--- src/rtl/mem_byte_seq_pkg.sv ---
// Shared definitions for the byte-serial memory sequencer: width codes,
// FSM encodings, boolean and zero constants, and the byte-count helper.
package mem_byte_seq_pkg;

  localparam logic        True_v   = 1'b1;
  localparam logic        False_v  = 1'b0;
  localparam logic [31:0] ZeroWord = 32'h0000_0000;

  // funct3 width/sign codes
  localparam logic [2:0] F3_B  = 3'd0;
  localparam logic [2:0] F3_H  = 3'd1;
  localparam logic [2:0] F3_W  = 3'd2;
  localparam logic [2:0] F3_BU = 3'd4;
  localparam logic [2:0] F3_HU = 3'd5;

  typedef enum logic [1:0] {
    ST_IDLE = 2'd0,
    ST_XFER = 2'd1,
    ST_LAST = 2'd2,
    ST_DONE = 2'd3
  } state_e;

  // Index of the final byte of an access (byte count minus one).
  // Unknown codes fall back to a full word.
  function automatic logic [1:0] last_index(input logic [2:0] funct3);
    logic [1:0] idx;
    case (funct3)
      F3_B, F3_BU: idx = 2'd0;
      F3_H, F3_HU: idx = 2'd1;
      default:     idx = 2'd3;
    endcase
    return idx;
  endfunction

endpackage

--- src/rtl/mem_byte_seq_if.sv ---
// Byte-wide memory port between the sequencer (master) and the
// arbiter/memory side (slave). Read data returns one cycle after the address.
interface mem_byte_seq_if #(
  parameter int ADDR_W = 32
);
  logic              mem_req_o;
  logic              mem_we_o;
  logic [ADDR_W-1:0] mem_addr_o;
  logic [7:0]        mem_data_o;
  logic [7:0]        mem_data_i;

  modport master (
    output mem_req_o,
    output mem_we_o,
    output mem_addr_o,
    output mem_data_o,
    input  mem_data_i
  );

  modport slave (
    input  mem_req_o,
    input  mem_we_o,
    input  mem_addr_o,
    input  mem_data_o,
    output mem_data_i
  );
endinterface

--- src/rtl/mem_load_ext.sv ---
// Load-result extension: turns the little-endian byte assembly into the
// architectural register value according to the access width/sign code.
module mem_load_ext
  import mem_byte_seq_pkg::*;
(
  input  logic [2:0]  funct3_i,
  input  logic [31:0] raw_i,
  output logic [31:0] ext_o
);

  // Select sign/zero extension from the width code; words pass through raw
  always_comb begin
    ext_o = raw_i;
    case (funct3_i)
      F3_B:    ext_o = {{24{raw_i[7]}}, raw_i[7:0]};
      F3_H:    ext_o = {{16{raw_i[15]}}, raw_i[15:0]};
      F3_BU:   ext_o = {24'h00_0000, raw_i[7:0]};
      F3_HU:   ext_o = {16'h0000, raw_i[15:0]};
      default: ext_o = raw_i;
    endcase
  end

endmodule

--- src/rtl/mem_byte_seq.sv ---
// Byte-serial load/store sequencer. An accepted access is split into 1, 2
// or 4 single-byte requests at consecutive (wrapping) addresses. Load bytes
// are assembled little-endian and extended when the access completes.
// A low rdy freezes the block; a read whose data would have been consumed
// during a frozen cycle is dropped and that byte is issued again.
module mem_byte_seq
  import mem_byte_seq_pkg::*;
#(
  parameter int ADDR_W = 32
) (
  input  logic              clk,
  input  logic              rst_n,
  input  logic              rdy,
  input  logic              req_i,
  input  logic              we_i,
  input  logic [2:0]        funct3_i,
  input  logic [ADDR_W-1:0] addr_i,
  input  logic [31:0]       wdata_i,
  mem_byte_seq_if.master    mem,
  output logic              busy_o,
  output logic              done_o,
  output logic [31:0]       rdata_o
);

  state_e            state_r;
  state_e            state_s;
  logic              we_r;
  logic [2:0]        funct3_r;
  logic [ADDR_W-1:0] addr_r;
  logic [31:0]       wdata_r;
  logic [1:0]        cnt_r;
  logic [1:0]        last_r;
  logic              pend_r;
  logic [1:0]        pend_idx_r;
  logic [31:0]       result_r;
  logic [31:0]       ext_s;

  logic              accept_s;
  logic              issue_s;
  logic              capture_s;
  logic              drop_s;

  // Per-cycle control qualifiers; nothing advances while rdy is low
  always_comb begin
    accept_s  = (state_r == ST_IDLE) && req_i && rdy;
    issue_s   = (state_r == ST_XFER) && rdy;
    capture_s = pend_r && rdy;
    drop_s    = pend_r && !rdy;
  end

  // Next-state logic; a dropped final read sends LAST back to XFER to reissue it
  always_comb begin
    state_s = state_r;
    case (state_r)
      ST_IDLE: begin
        if (accept_s) state_s = ST_XFER;
        else          state_s = ST_IDLE;
      end
      ST_XFER: begin
        if (issue_s && (cnt_r == last_r)) state_s = we_r ? ST_DONE : ST_LAST;
        else                              state_s = ST_XFER;
      end
      ST_LAST: begin
        if (drop_s)   state_s = ST_XFER;
        else if (rdy) state_s = ST_DONE;
        else          state_s = ST_LAST;
      end
      ST_DONE: begin
        if (rdy) state_s = ST_IDLE;
        else     state_s = ST_DONE;
      end
      default: state_s = ST_IDLE;
    endcase
  end

  // State register
  always_ff @(posedge clk or negedge rst_n) begin
    if (!rst_n) state_r <= ST_IDLE;
    else        state_r <= state_s;
  end

  // Operation latch, byte counter, pending-read tracking and load assembly
  always_ff @(posedge clk or negedge rst_n) begin
    if (!rst_n) begin
      we_r       <= False_v;
      funct3_r   <= 3'd0;
      addr_r     <= {ADDR_W{1'b0}};
      wdata_r    <= ZeroWord;
      cnt_r      <= 2'd0;
      last_r     <= 2'd0;
      pend_r     <= False_v;
      pend_idx_r <= 2'd0;
      result_r   <= ZeroWord;
    end else if (accept_s) begin
      we_r       <= we_i;
      funct3_r   <= funct3_i;
      addr_r     <= addr_i;
      wdata_r    <= wdata_i;
      cnt_r      <= 2'd0;
      last_r     <= last_index(funct3_i);
      pend_r     <= False_v;
      pend_idx_r <= 2'd0;
      result_r   <= ZeroWord;
    end else if (drop_s) begin
      // read data arrived while frozen: forget it and rewind to that byte
      pend_r <= False_v;
      cnt_r  <= pend_idx_r;
    end else if (rdy) begin
      if (capture_s) begin
        result_r[{pend_idx_r, 3'b000} +: 8] <= mem.mem_data_i;
      end
      if (issue_s) begin
        cnt_r      <= cnt_r + 2'd1;
        pend_r     <= ~we_r;
        pend_idx_r <= cnt_r;
      end else begin
        pend_r <= False_v;
      end
    end
  end

  mem_load_ext u_load_ext (
    .funct3_i (funct3_r),
    .raw_i    (result_r),
    .ext_o    (ext_s)
  );

  // Byte port drive: active only on issue cycles, otherwise held at zero
  always_comb begin
    mem.mem_req_o  = False_v;
    mem.mem_we_o   = False_v;
    mem.mem_addr_o = {ADDR_W{1'b0}};
    mem.mem_data_o = 8'h00;
    if (issue_s) begin
      mem.mem_req_o  = True_v;
      mem.mem_we_o   = we_r;
      mem.mem_addr_o = addr_r + ADDR_W'(cnt_r);
      mem.mem_data_o = we_r ? wdata_r[{cnt_r, 3'b000} +: 8] : 8'h00;
    end else begin
      mem.mem_req_o  = False_v;
    end
  end

  // Status and result outputs; load data is exposed only during DONE
  always_comb begin
    busy_o  = (state_r != ST_IDLE);
    done_o  = (state_r == ST_DONE);
    rdata_o = ZeroWord;
    if (done_o && !we_r) rdata_o = ext_s;
    else                 rdata_o = ZeroWord;
  end

endmodule

--- src/flat_wrapper.sv ---
// flat-port wrapper written by rule: the top's interface ports become plain ports
module mem_byte_seq_flat import mem_byte_seq_pkg::*;
#(
  parameter int ADDR_W = 32
)
  (clk, rst_n, rdy, req_i, we_i, funct3_i, addr_i, wdata_i, busy_o, done_o, rdata_o, mem_mem_req_o, mem_mem_we_o, mem_mem_addr_o, mem_mem_data_o, mem_mem_data_i);
  mem_byte_seq_if #(.ADDR_W(ADDR_W)) mem_i ();
  input  logic clk;
  input  logic rst_n;
  input  logic rdy;
  input  logic req_i;
  input  logic we_i;
  input  logic [2:0] funct3_i;
  input  logic [ADDR_W-1:0] addr_i;
  input  logic [31:0] wdata_i;
  output logic busy_o;
  output logic done_o;
  output logic [31:0] rdata_o;
  output wire logic [$bits(mem_i.mem_req_o)-1:0] mem_mem_req_o;
  output wire logic [$bits(mem_i.mem_we_o)-1:0] mem_mem_we_o;
  output wire logic [$bits(mem_i.mem_addr_o)-1:0] mem_mem_addr_o;
  output wire logic [$bits(mem_i.mem_data_o)-1:0] mem_mem_data_o;
  input wire logic [$bits(mem_i.mem_data_i)-1:0] mem_mem_data_i;
  assign mem_mem_req_o = mem_i.mem_req_o;
  assign mem_mem_we_o = mem_i.mem_we_o;
  assign mem_mem_addr_o = mem_i.mem_addr_o;
  assign mem_mem_data_o = mem_i.mem_data_o;
  assign mem_i.mem_data_i = mem_mem_data_i;
  mem_byte_seq #(.ADDR_W(ADDR_W)) u_core (.clk(clk), .rst_n(rst_n), .rdy(rdy), .req_i(req_i), .we_i(we_i), .funct3_i(funct3_i), .addr_i(addr_i), .wdata_i(wdata_i), .mem(mem_i), .busy_o(busy_o), .done_o(done_o), .rdata_o(rdata_o));
endmodule
--- config.mk ---
export PLATFORM = sky130hd
export DESIGN_NAME = mem_byte_seq_flat
export DESIGN_NICKNAME = d
export VERILOG_FILES = /design/src/rtl/mem_byte_seq_pkg.sv /design/src/rtl/mem_byte_seq_if.sv /design/src/rtl/mem_load_ext.sv /design/src/rtl/mem_byte_seq.sv /design/src/flat_wrapper.sv
export SDC_FILE = /design/constraint.sdc
export NUM_CORES = 1
export LEC_CHECK = 0
export CORE_MARGIN = 3
export CORE_UTILIZATION = 45
export CTS_BUF_LIST = sky130_fd_sc_hd__clkbuf_4 sky130_fd_sc_hd__clkbuf_8
export CTS_CLUSTER_SIZE = 14
export DETAILED_ROUTE_END_ITERATION = 8
export HOLD_SLACK_MARGIN = 0.1
export PLACE_DENSITY = 0.84
export RECOVER_POWER = 50
export SLEW_MARGIN = 40
export SYNTH_ARGS = -nofsm -noshare
export SYNTH_HDL_FRONTEND = slang
export SYNTH_SLANG_ARGS = --single-unit
--- constraint.sdc ---
create_clock -name clk -period 3.94 [get_ports clk]
set_clock_uncertainty 0.1 [all_clocks]
set_input_delay 0.788 -clock clk [delete_from_list [all_inputs] [get_ports clk]]
set_output_delay 0.788 -clock clk [all_outputs]
set_load 0.02 [all_outputs]
# Word-level counts from Yosys, hierarchy flattened

Cells that the tools add are included.

Add/subtract/negate cells: 3
Multipliers: 0
Div/mod/pow operators: 0
Magnitude comparators: 0
Eq/ne operators: 11
Shift operators: 3
Multiplexer cells: 32
Bitwise operators: 1
Reductions and logical operators: 23

Operators with widths:

| operator                                             | count |
|---|---|
| two-way mux 32 bit                                   | 6 |
| one-hot mux 32 bit (4 select lines)                  | 1 |
| adder 32 x 2 -> 32 bit                               | 1 |
| bitwise mux 32 bit                                   | 1 |
| variable shift 8 x 7 -> 32 bit, first input constant | 1 |
| indexed part select 32 x 6 -> 8 bit                  | 1 |
| indexed part select 8 x 7 -> 32 bit                  | 1 |
| two-way mux 2 bit                                    | 11 |
| two-way mux 8 bit                                    | 2 |
| equality test 3 bit, second input constant           | 4 |
| two-way mux 1 bit                                    | 9 |
| one-hot mux 2 bit (4 select lines)                   | 1 |
| nonzero test 2 bit                                   | 4 |
| logical AND 1 bit                                    | 7 |
| negator 5 -> 7 bit                                   | 1 |
| equality test 3 x 1 -> 1 bit, second input constant  | 2 |
| logical NOT 3 bit                                    | 2 |
| AND reduction 3 bit                                  | 2 |
| nonzero test 3 bit                                   | 2 |
| equality test 2 bit, second input constant           | 2 |
| one-hot mux 2 bit (2 select lines)                   | 1 |
| OR reduction 2 bit                                   | 2 |
| adder 2 x 1 -> 2 bit, second input constant          | 1 |
| equality test 2 x 1 -> 1 bit, second input constant  | 1 |
| 6 further kinds                                      | 7 |

Flip-flop bits (word level): 109
Bits in latches: 0
RAM bits: 0
Bits in read-only memories: 0
Input port bits: 80
Output and inout bits: 76
Word-level logic and storage cells: 83
Memories kept: 0

# Logic depth before layout (Yosys ltp)

Gate-level depths: netlist of run 1.

Depth after elaboration: 7
Depth in mapped cells: 8

# Hierarchy

A second synthesis of run 1 with hierarchy kept.

Cell total of the unflattened synthesis: 584
Area, all modules: 6,027.0 sq um

By module, submodules not included:

| module       | times used | cells each | area each (sq um) | sequential area each (sq um) |
|---|---|---|---|---|
| mem_byte_seq | 1          | 517        | 5,671.7           | 2,727.6 |
| mem_load_ext | 1          | 67         | 355.3             | 0.0 |

# Worst setup path before layout of run 1

Ideal clock, no wire load.

Path kind: register to output
Start point: register u_core.cnt_r[0]
End point: output mem_mem_addr_o[22]
Arrival time: 2,434 ps
Required time: 3,052 ps
Setup slack: 618 ps
Cell stages (with the launch flop): 8
Buffers on the path: 1
Cell sequence: dfrtp_1 -> ha_1 -> fa_1 -> nand4_2 -> or4_1 -> buf_2 -> or4_1 -> a21oi_1

Longest elaborated chain between the ends: 2

Ends and longest elaborated chain:

| what                     | RTL line            | text |
|---|---|---|
| start: declaration       | mem_byte_seq.sv:31  | `logic [1:0] cnt_r;` |
| start signal: assignment | mem_byte_seq.sv:107 | `cnt_r <= pend_idx_r;` |
| start signal: assignment | mem_byte_seq.sv:113 | `cnt_r <= cnt_r + 2'd1;` |
| adder 32 x 2 -> 32 bit   | mem_byte_seq.sv:137 | `mem.mem_addr_o = addr_r + ADDR_W'(cnt_r);` |
| two-way mux 32 bit       | mem_byte_seq.sv:134 | `if (issue_s) begin` |
| end: declaration         | flat_wrapper.sv:21  | `output wire logic [$bits(mem_i.mem_addr_o)-1:0] mem_mem_addr_o;` |

Every way passes these cells.

# Worst setup path in the final report of run 1

Start point: register u_core.cnt_r[1]
End point: output mem_mem_addr_o[29]

Same word-level chain as after synthesis.

==> results by group, run 1 <==
Setup path
  – Crit end category: output pin
  – Reg-to-reg setup timing slack: 1.41 ns
  – R2R Path Start: u_core.pend_idx_r[0]$_DFFE_PN0P_
  – CP arrival: 2.92 ns
  – Crit path max fanout: 19
  – R2R depth: 5
  – R2R Path End: u_core.result_r[20]$_DFFE_PN0P_
  – WS Path Type: reg2out
  – Req. time, crit path: 3.05 ns
  – Worst setup SP type: register

Floorplan
  – Die Height: 118 µm
  – Die area: 13,900 µm²
  – Standard-cell rows: 40
  – Die Wd: 118 µm
  – Initial Utilization: 46.6%
  – Core area: 12,100 µm²
  – IO Pins: 156

Hold path
  – Hold EP: u_core.wdata_r[19]$_DFFE_PN0N_
  – Hold wc startpoint: u_core.wdata_r[19]$_DFFE_PN0N_
  – HP Class: reg2reg
  – Hold-critical path depth: 1

Global route
  – GR met3 Demand/Resource: 4.90%
  – Grt met2 use: 36.5%
  – Grt ovf: 0
  – GRT Total Usage: 21.4%
  – Gr busiest metal: met2
  – First-pass GRT wire length: 24.4 mm
  – Pin count of the biggest net entering global routing: 102
  – Via count of the first global-routing pass: 4,779
  – GR Util met1: 27.2%
  – Initial antenna violation count: 0

Synthesis
  – FF+latch count, synth: 109
  – Yosys cell types: 43
  – Post-Syn Nets: 619
  – Yosys warning count: 0
  – Async S/R FF share, synth: 100%
  – Netlist Area Pre-Place: 5640 µm²
  – Register area share after synthesis: 48.4%
  – Post-Syn Area per Cell: 10.6 µm²
  – Top_reg_cell synth: dfrtp_1
  – Number of synthesized flops with an enable pin: 0
  – Synth Instances: 531

Clock network
  – H-tree depth: 3
  – Latest clock arrival within the worst-skew pair: 0.36 ns
  – Sink Count: 109
  – Clk Tree Root Cell: clkbuf_8
  – CTS Buffer Depth: 2
  – TritonCTS clock tree: yes
  – CTS Hold Buffers Added: 0
  – CTS Buf Count: 9
  – CTS clock-pin slew for the worst setup and hold paths: 0.10 ns

Timing
  – Final period utilization: 96.7%
  – Worst Max-Slew Pin Slew: 2.10 ns
  – Worst slew margin: -40.2%
  – Hold Fails Final Rpt: 0
  – Setup WS post-layout: 0.130 ns
  – Maximum clock rate: 262 MHz
  – Max-slew violation count: 87
  – Post-route setup TNS: 0 ns
  – # setup viols final: 0
  – RSZ-0062 raised after global routing: no
  – Final min period: 3.81 ns

Routing
  – First drt pass iteration count: 4
  – Avg WL per Cell: 17.4 µm
  – Post-route DRC: 0
  – Vias after detailed routing: 4,745
  – Drt total wl: 14.8 mm
  – Routed Antenna Nets: 0
  – Vias per cell: 5.60
  – 1st-iter DRT viols: 250

Placement
  – Post-Place Setup Slack: 0.0175 ns
  – Port buffer count: 155
  – Placed Area: 7380 µm²
  – DP Wirelength: 10.7 mm
  – GPL Wtd Cong: 0.896

Pwr
  – Pwr Density: 611 nW/µm²
  – Leakage component of the power: 3.05 nW
  – Peak VDD IR: 324 µV

Layout
  – Final #Nets: 763
  – Multi-input gate area: 2680 µm²
  – # diodes: 0
  – Final Instance Area: 7500 µm²
  – Fraction of layout cells with a size suffix above 1: 16.0%
  – Area added between synthesis and finish: 33.0%
  – Fill count: 1,032
  – Storage cell area: 2730 µm²

Run
  – Max_cap viols: 1

Status
  – Failing checks: max-capacitance violations, max-slew violations
  – Status: finished with violations
worst max-delay path, stage by stage, from the launching register on:
cell and delay [ns]:
dfrtp_1 0.43, ha_1 0.29, a21oi_1 0.07, or4_1 0.51, buf_4 0.21, or4_1 0.42
a21oi_1 0.24, dlygate4sd2_1 0.37
layout by cell type (no fill, tap or decap), types with 8 or more instances in the layout:
cell             netlist  routed
a21oi_1               49      49
a22o_1                16      16
a22oi_1               16      16
and2_1                12      12
and3_1                 9       9
clkbuf_2               0       8
clkbuf_8               0      10
clkdlybuf4s50_1        0     135
dfrtp_1              109     109
dlygate4sd2_1          0       9
inv_1                 29      29
mux2_2                60      60
mux4_2                 8       8
nand2_1               22      21
nand3_1               11      11
nor2_1                34      34
o21ai_0               27      27
o31ai_1               12      12
or3_1                  8       8
or4_1                 15      13
xnor2_1               10      10
power breakdown:
part	switching (mW)	internal, mW	total, mW
combinational	0.948	1.02	1.97
clock	0.354	0.260	0.614
sequential	0.447	1.56	2.00
synthesized netlist by cell type (all sizes together), types with 15 or more instances:
| cell | instances | share of area (%) |
|---|---|---|
| a21oi | 49 | 4.3 |
| a22o | 16 | 2.5 |
| a22oi | 16 | 2.1 |
| clkbuf | 23 | 1.5 |
| dfrtp | 109 | 48 |
| inv | 29 | 1.9 |
| mux2 | 60 | 12 |
| nand2 | 22 | 1.5 |
| nor2 | 34 | 2.3 |
| o21ai | 27 | 2.4 |
| or4 | 15 | 2.0 |
cell type report:
type	count	share of cell area (%)
clock inverter	4	0.317
timing repair buffer	167	21.2
sequential	109	36.4
tap	168	2.80
clock buffer	12	2.04
inverter	29	1.45
multi-input combinational	359	35.8
logic make-up (layout without fill, tap and decap cells):
logic type      after synthesis  in the layout  synth area share, %
flops                       109            109                 48.4
simple gates                141            141                 13.8
xor+xnor                     14             14                 2.17
buf+inv                      63            212                 4.53
fa+ha+maj                     8              8                 1.91
compound gates              127            127                 13.9
mux                          69             69                 15.4
registers in the layout, summed over array words and instances, names as in the netlist:
register and flops:
u_core.addr_r 32, u_core.state_r 2, u_core.funct3_r 3, u_core.pend_r 1, u_core.wdata_r 32, u_core.we_r 1
u_core.result_r 32, u_core.pend_idx_r 2, u_core.last_r 2, u_core.cnt_r 2
metal layers:
metal  routed length (µm)  up-vias
met1                 6160     2351
met3                  903       20
met5                    0        -
met4                  322        0
met2                 7400      161
li1                     -     2213
through the flow:
stage | std cells | util [%] | power (mW) | hold WS, ns
floorplan | 531 | - | 3.22 | 0.365
global placement | 832 | 60.8 | 3.89 | 0.379
detailed placement | 832 | 60.9 | 4.02 | 0.387
CTS | 848 | 62.3 | 4.64 | 0.387
global route | 848 | 61.9 | 4.91 | 0.430
finish | 848 | 61.9 | 4.59 | 0.407
worst max-delay path by stage:
stage / startpoint / end / slack, ns / cells after the start
after floorplan: u_core.cnt_r[0]$_DFFE_PN0P_ / mem_mem_addr_o[22] / 0.62 / 7
after global placement: u_core.cnt_r[0]$_DFFE_PN0P_ / mem_mem_addr_o[16] / 0.11 / 8
after detailed placement: u_core.cnt_r[0]$_DFFE_PN0P_ / mem_mem_addr_o[16] / 0.02 / 8
after CTS: u_core.cnt_r[1]$_DFFE_PN0P_ / mem_mem_addr_o[15] / 0.03 / 7
after global routing: u_core.cnt_r[1]$_DFFE_PN0P_ / mem_mem_addr_o[29] / 0.006 / 7
final: u_core.cnt_r[1]$_DFFE_PN0P_ / mem_mem_addr_o[29] / 0.13 / 7
repair_timing:
item	in CTS	in global routing
setup endpoints to repair	16	25
endpoints found under the hold margin	0	0
setup buffers	0	0
resized for setup	18	18
pin swaps	0	0
Power figures use the tool's default switching activity.
==> run 2, diff against run 1 <==
--- a/config.mk
+++ b/config.mk
@@ -6,12 +6,13 @@
 export NUM_CORES = 1
 export LEC_CHECK = 0
 export CORE_MARGIN = 3
-export CORE_UTILIZATION = 45
+export CORE_UTILIZATION = 50
 export CTS_BUF_LIST = sky130_fd_sc_hd__clkbuf_4 sky130_fd_sc_hd__clkbuf_8
+export CTS_CLUSTER_DIAMETER = 200
 export CTS_CLUSTER_SIZE = 14
 export DETAILED_ROUTE_END_ITERATION = 8
 export HOLD_SLACK_MARGIN = 0.1
-export PLACE_DENSITY = 0.84
+export PLACE_DENSITY = 0.91
 export RECOVER_POWER = 50
 export SLEW_MARGIN = 40
 export SYNTH_ARGS = -nofsm -noshare
==> run 2 against run 1 <==
  * Non-clock buffer count stayed put
  * Global-route usage is 2.2 points higher
  * Largest power group unchanged
  * Maximum frequency is 0.68% higher
  * Via count is 0.93% higher
  * Final cell count is 3.3% lower
  * First-iteration DRC count is 64% higher
  * Design area hardly changed
  * Critical path depth is 1 higher
  * The flow still finishes with violations (max-capacitance violations, max-slew violations)
  * Combinational power hardly changed
  * Sequential share of layout area hardly changed
  * Largest cell class unchanged
  * Critical endpoint is now mem_mem_addr_o[24]
  * Die area is 9.5% lower
  * Sequential power hardly changed
==> results by group, run 2 (same netlist as run 1, synthesis figures left out) <==
Status
  – Status: finished with violations
  – Failing checks: max-capacitance violations, max-slew violations

Layout
  – Fin cells: 820
  – Final #Nets: 763
  – # diodes: 0
  – End-of-flow core utilization: 68.6%
  – Area added between synthesis and finish: 33.1%
  – Fraction of layout cells with a size suffix above 1: 15.6%
  – Commonest non-fill, non-tap cell in the layout: clkdlybuf4s50_1
  – Regs by FF count: u_core.addr_r: 32 flops, u_core.result_r: 32 flops, u_core.wdata_r: 32 flops
  – Commonest non-fill, non-tap cells in the layout: clkdlybuf4s50_1 (135), dfrtp_1 (109), mux2_2 (60), a21oi_1 (49), nor2_1 (34)

Routing
  – Drt total wl: 15.0 mm
  – First drt pass iteration count: 5
  – Routed Antenna Nets: 0
  – Avg WL per Cell: 18.3 µm
  – Vias per cell: 5.84
  – Post-route DRC: 0
  – 1st-iter DRT viols: 410
  – Vias after detailed routing: 4,789

Clock network
  – CTS Buf Count: 9
  – Sink Count: 109
  – CTS-repair resized insts: 18
  – TritonCTS clock tree: yes
  – CTS clock-pin slew for the worst setup and hold paths: 0.10 ns
  – H-tree depth: 3
  – Clk Tree Root Cell: clkbuf_8
  – CTS Buffer Depth: 2
  – CTS Hold Buffers Added: 0
  – Post-CTS setup buffer count: 0
  – Latest clock arrival within the worst-skew pair: 0.36 ns

Timing
  – Max-slew violation count: 86
  – Maximum clock rate: 264 MHz
  – Worst slew margin: -36.4%
  – Setup WS post-layout: 0.155 ns
  – Final period utilization: 96.1%
  – Post-route setup TNS: 0 ns
  – Hold Fails Final Rpt: 0
  – Worst Max-Slew Pin Slew: 2.05 ns
  – # setup viols final: 0
  – RSZ-0062 raised after global routing: no
  – Final min period: 3.78 ns

Setup path
  – Reg-to-reg setup timing slack: 1.34 ns
  – WS Path Type: reg2out
  – Worst setup SP type: register
  – Req. time, crit path: 3.05 ns
  – Crit-path slowest cell: or4_1
  – Crit end category: output pin
  – Crit path max fanout: 18
  – Worst path cell trace: ha_1, fa_1, nand4_2, or4_1, buf_4, or3_1, a21oi_1, dlygate4sd2_1
  – CP arrival: 2.90 ns
  – CP max stage delay: 0.51 ns

Global route
  – GRT Total Usage: 23.6%
  – First-pass GRT wire length: 24.1 mm
  – Initial antenna violation count: 0
  – Pin count of the biggest net entering global routing: 102
  – Grt ovf: 0
  – Via count of the first global-routing pass: 4,776

Floorplan
  – Die area: 12,600 µm²
  – Core area: 10,900 µm²
  – Standard-cell rows: 38
  – Initial Utilization: 51.6%
  – IO Pins: 156
  – Die Height: 112 µm
  – Die Wd: 112 µm

Hold path
  – HP Class: reg2reg

Placement
  – DP Cell Count: 804
  – DP Wirelength: 10.8 mm
  – Port buffer count: 155
  – GPL Wtd Cong: 0.905
  – Post-Place Setup Slack: 0.117 ns

Pwr
  – Clock network power share: 15.0%
  – Pwr Density: 626 nW/µm²
  – P_sw: 1.79 mW
  – Switching portion of total power: 38.0%
  – Internal: 2.91 mW
  – Peak VDD IR: 344 µV
  – Comb power frac: 42.1%
  – Leakage component of the power: 3.08 nW
  – Sequential share of power: 42.9%

Run
  – Max_cap viols: 1
==> run 2: layout make-up <==
class                   count  area, µm²
clock buffers              12        153
repair buffers            167       1610
flip-flops and latches    109       2730
well taps                 140        175
inverters                  29        109
multi-input cells         359       2680
fillers                   817       3430
clock inverters             4       55.1
==> run 2: power groups by stage <==
| stage | logic, mW | clock network, mW | registers [mW] |
|---|---|---|---|
| final | 1.98 | 0.704 | 2.02 |
| after global placement | 1.93 | 0 | 1.97 |
| after CTS | 2.00 | 0.718 | 2.00 |
| after detailed placement | 2.01 | 0 | 2.02 |
| after global routing | 2.15 | 0.766 | 2.09 |
| after floorplan | 1.37 | 0 | 1.85 |
==> run 2: metal layers <==
metal  vias to the layer above  track usage (%)  share of wire [%]
li1                       2208                -                  -
met1                      2355             31.5                 42
met5                         -                0                  0
met2                       208             39.1                 48
met4                         0             6.65                1.5
met3                        18             5.23                7.9
==> run 2: final timing paths <==
path | from | to | cells past startpoint
worst max-delay path | u_core.cnt_r[0]$_DFFE_PN0P_ | mem_mem_addr_o[24] | 8
worst max register to register | u_core.pend_idx_r[0]$_DFFE_PN0P_ | u_core.result_r[19]$_DFFE_PN0P_ | 5
worst min register to register | u_core.result_r[0]$_DFFE_PN0P_ | u_core.result_r[0]$_DFFE_PN0P_ | 1
max in group asynchronous | rst_n | u_core.wdata_r[0]$_DFFE_PN0N_ | 2
worst min-delay path | u_core.result_r[0]$_DFFE_PN0P_ | u_core.result_r[0]$_DFFE_PN0P_ | 1
min in group asynchronous | rst_n | u_core.addr_r[10]$_DFFE_PN0N_ | 1
==> run 2: critical path, delay by kind of cell, from the launching register on <==
kind	cells	cell delay, ns
adder cells (fa/ha/maj)	2	0.44
AND/OR/NAND/NOR	3	1.01
flip-flops	1	0.37
AO/OA/AOI/OAI	1	0.16
buffers and inverters	2	0.56
==> run 2: through the flow <==
step / area (µm²) / hold WS (ns) / power (mW)
6_report: 7510 / 0.406 / 4.70
5_1_grt: 7510 / 0.420 / 5.01
4_1_cts: 7540 / 0.389 / 4.72
3_5_place_dp: 7340 / 0.386 / 4.04
3_3_place_gp: 7320 / 0.379 / 3.90
2_1_floorplan: 5640 / 0.365 / 3.22
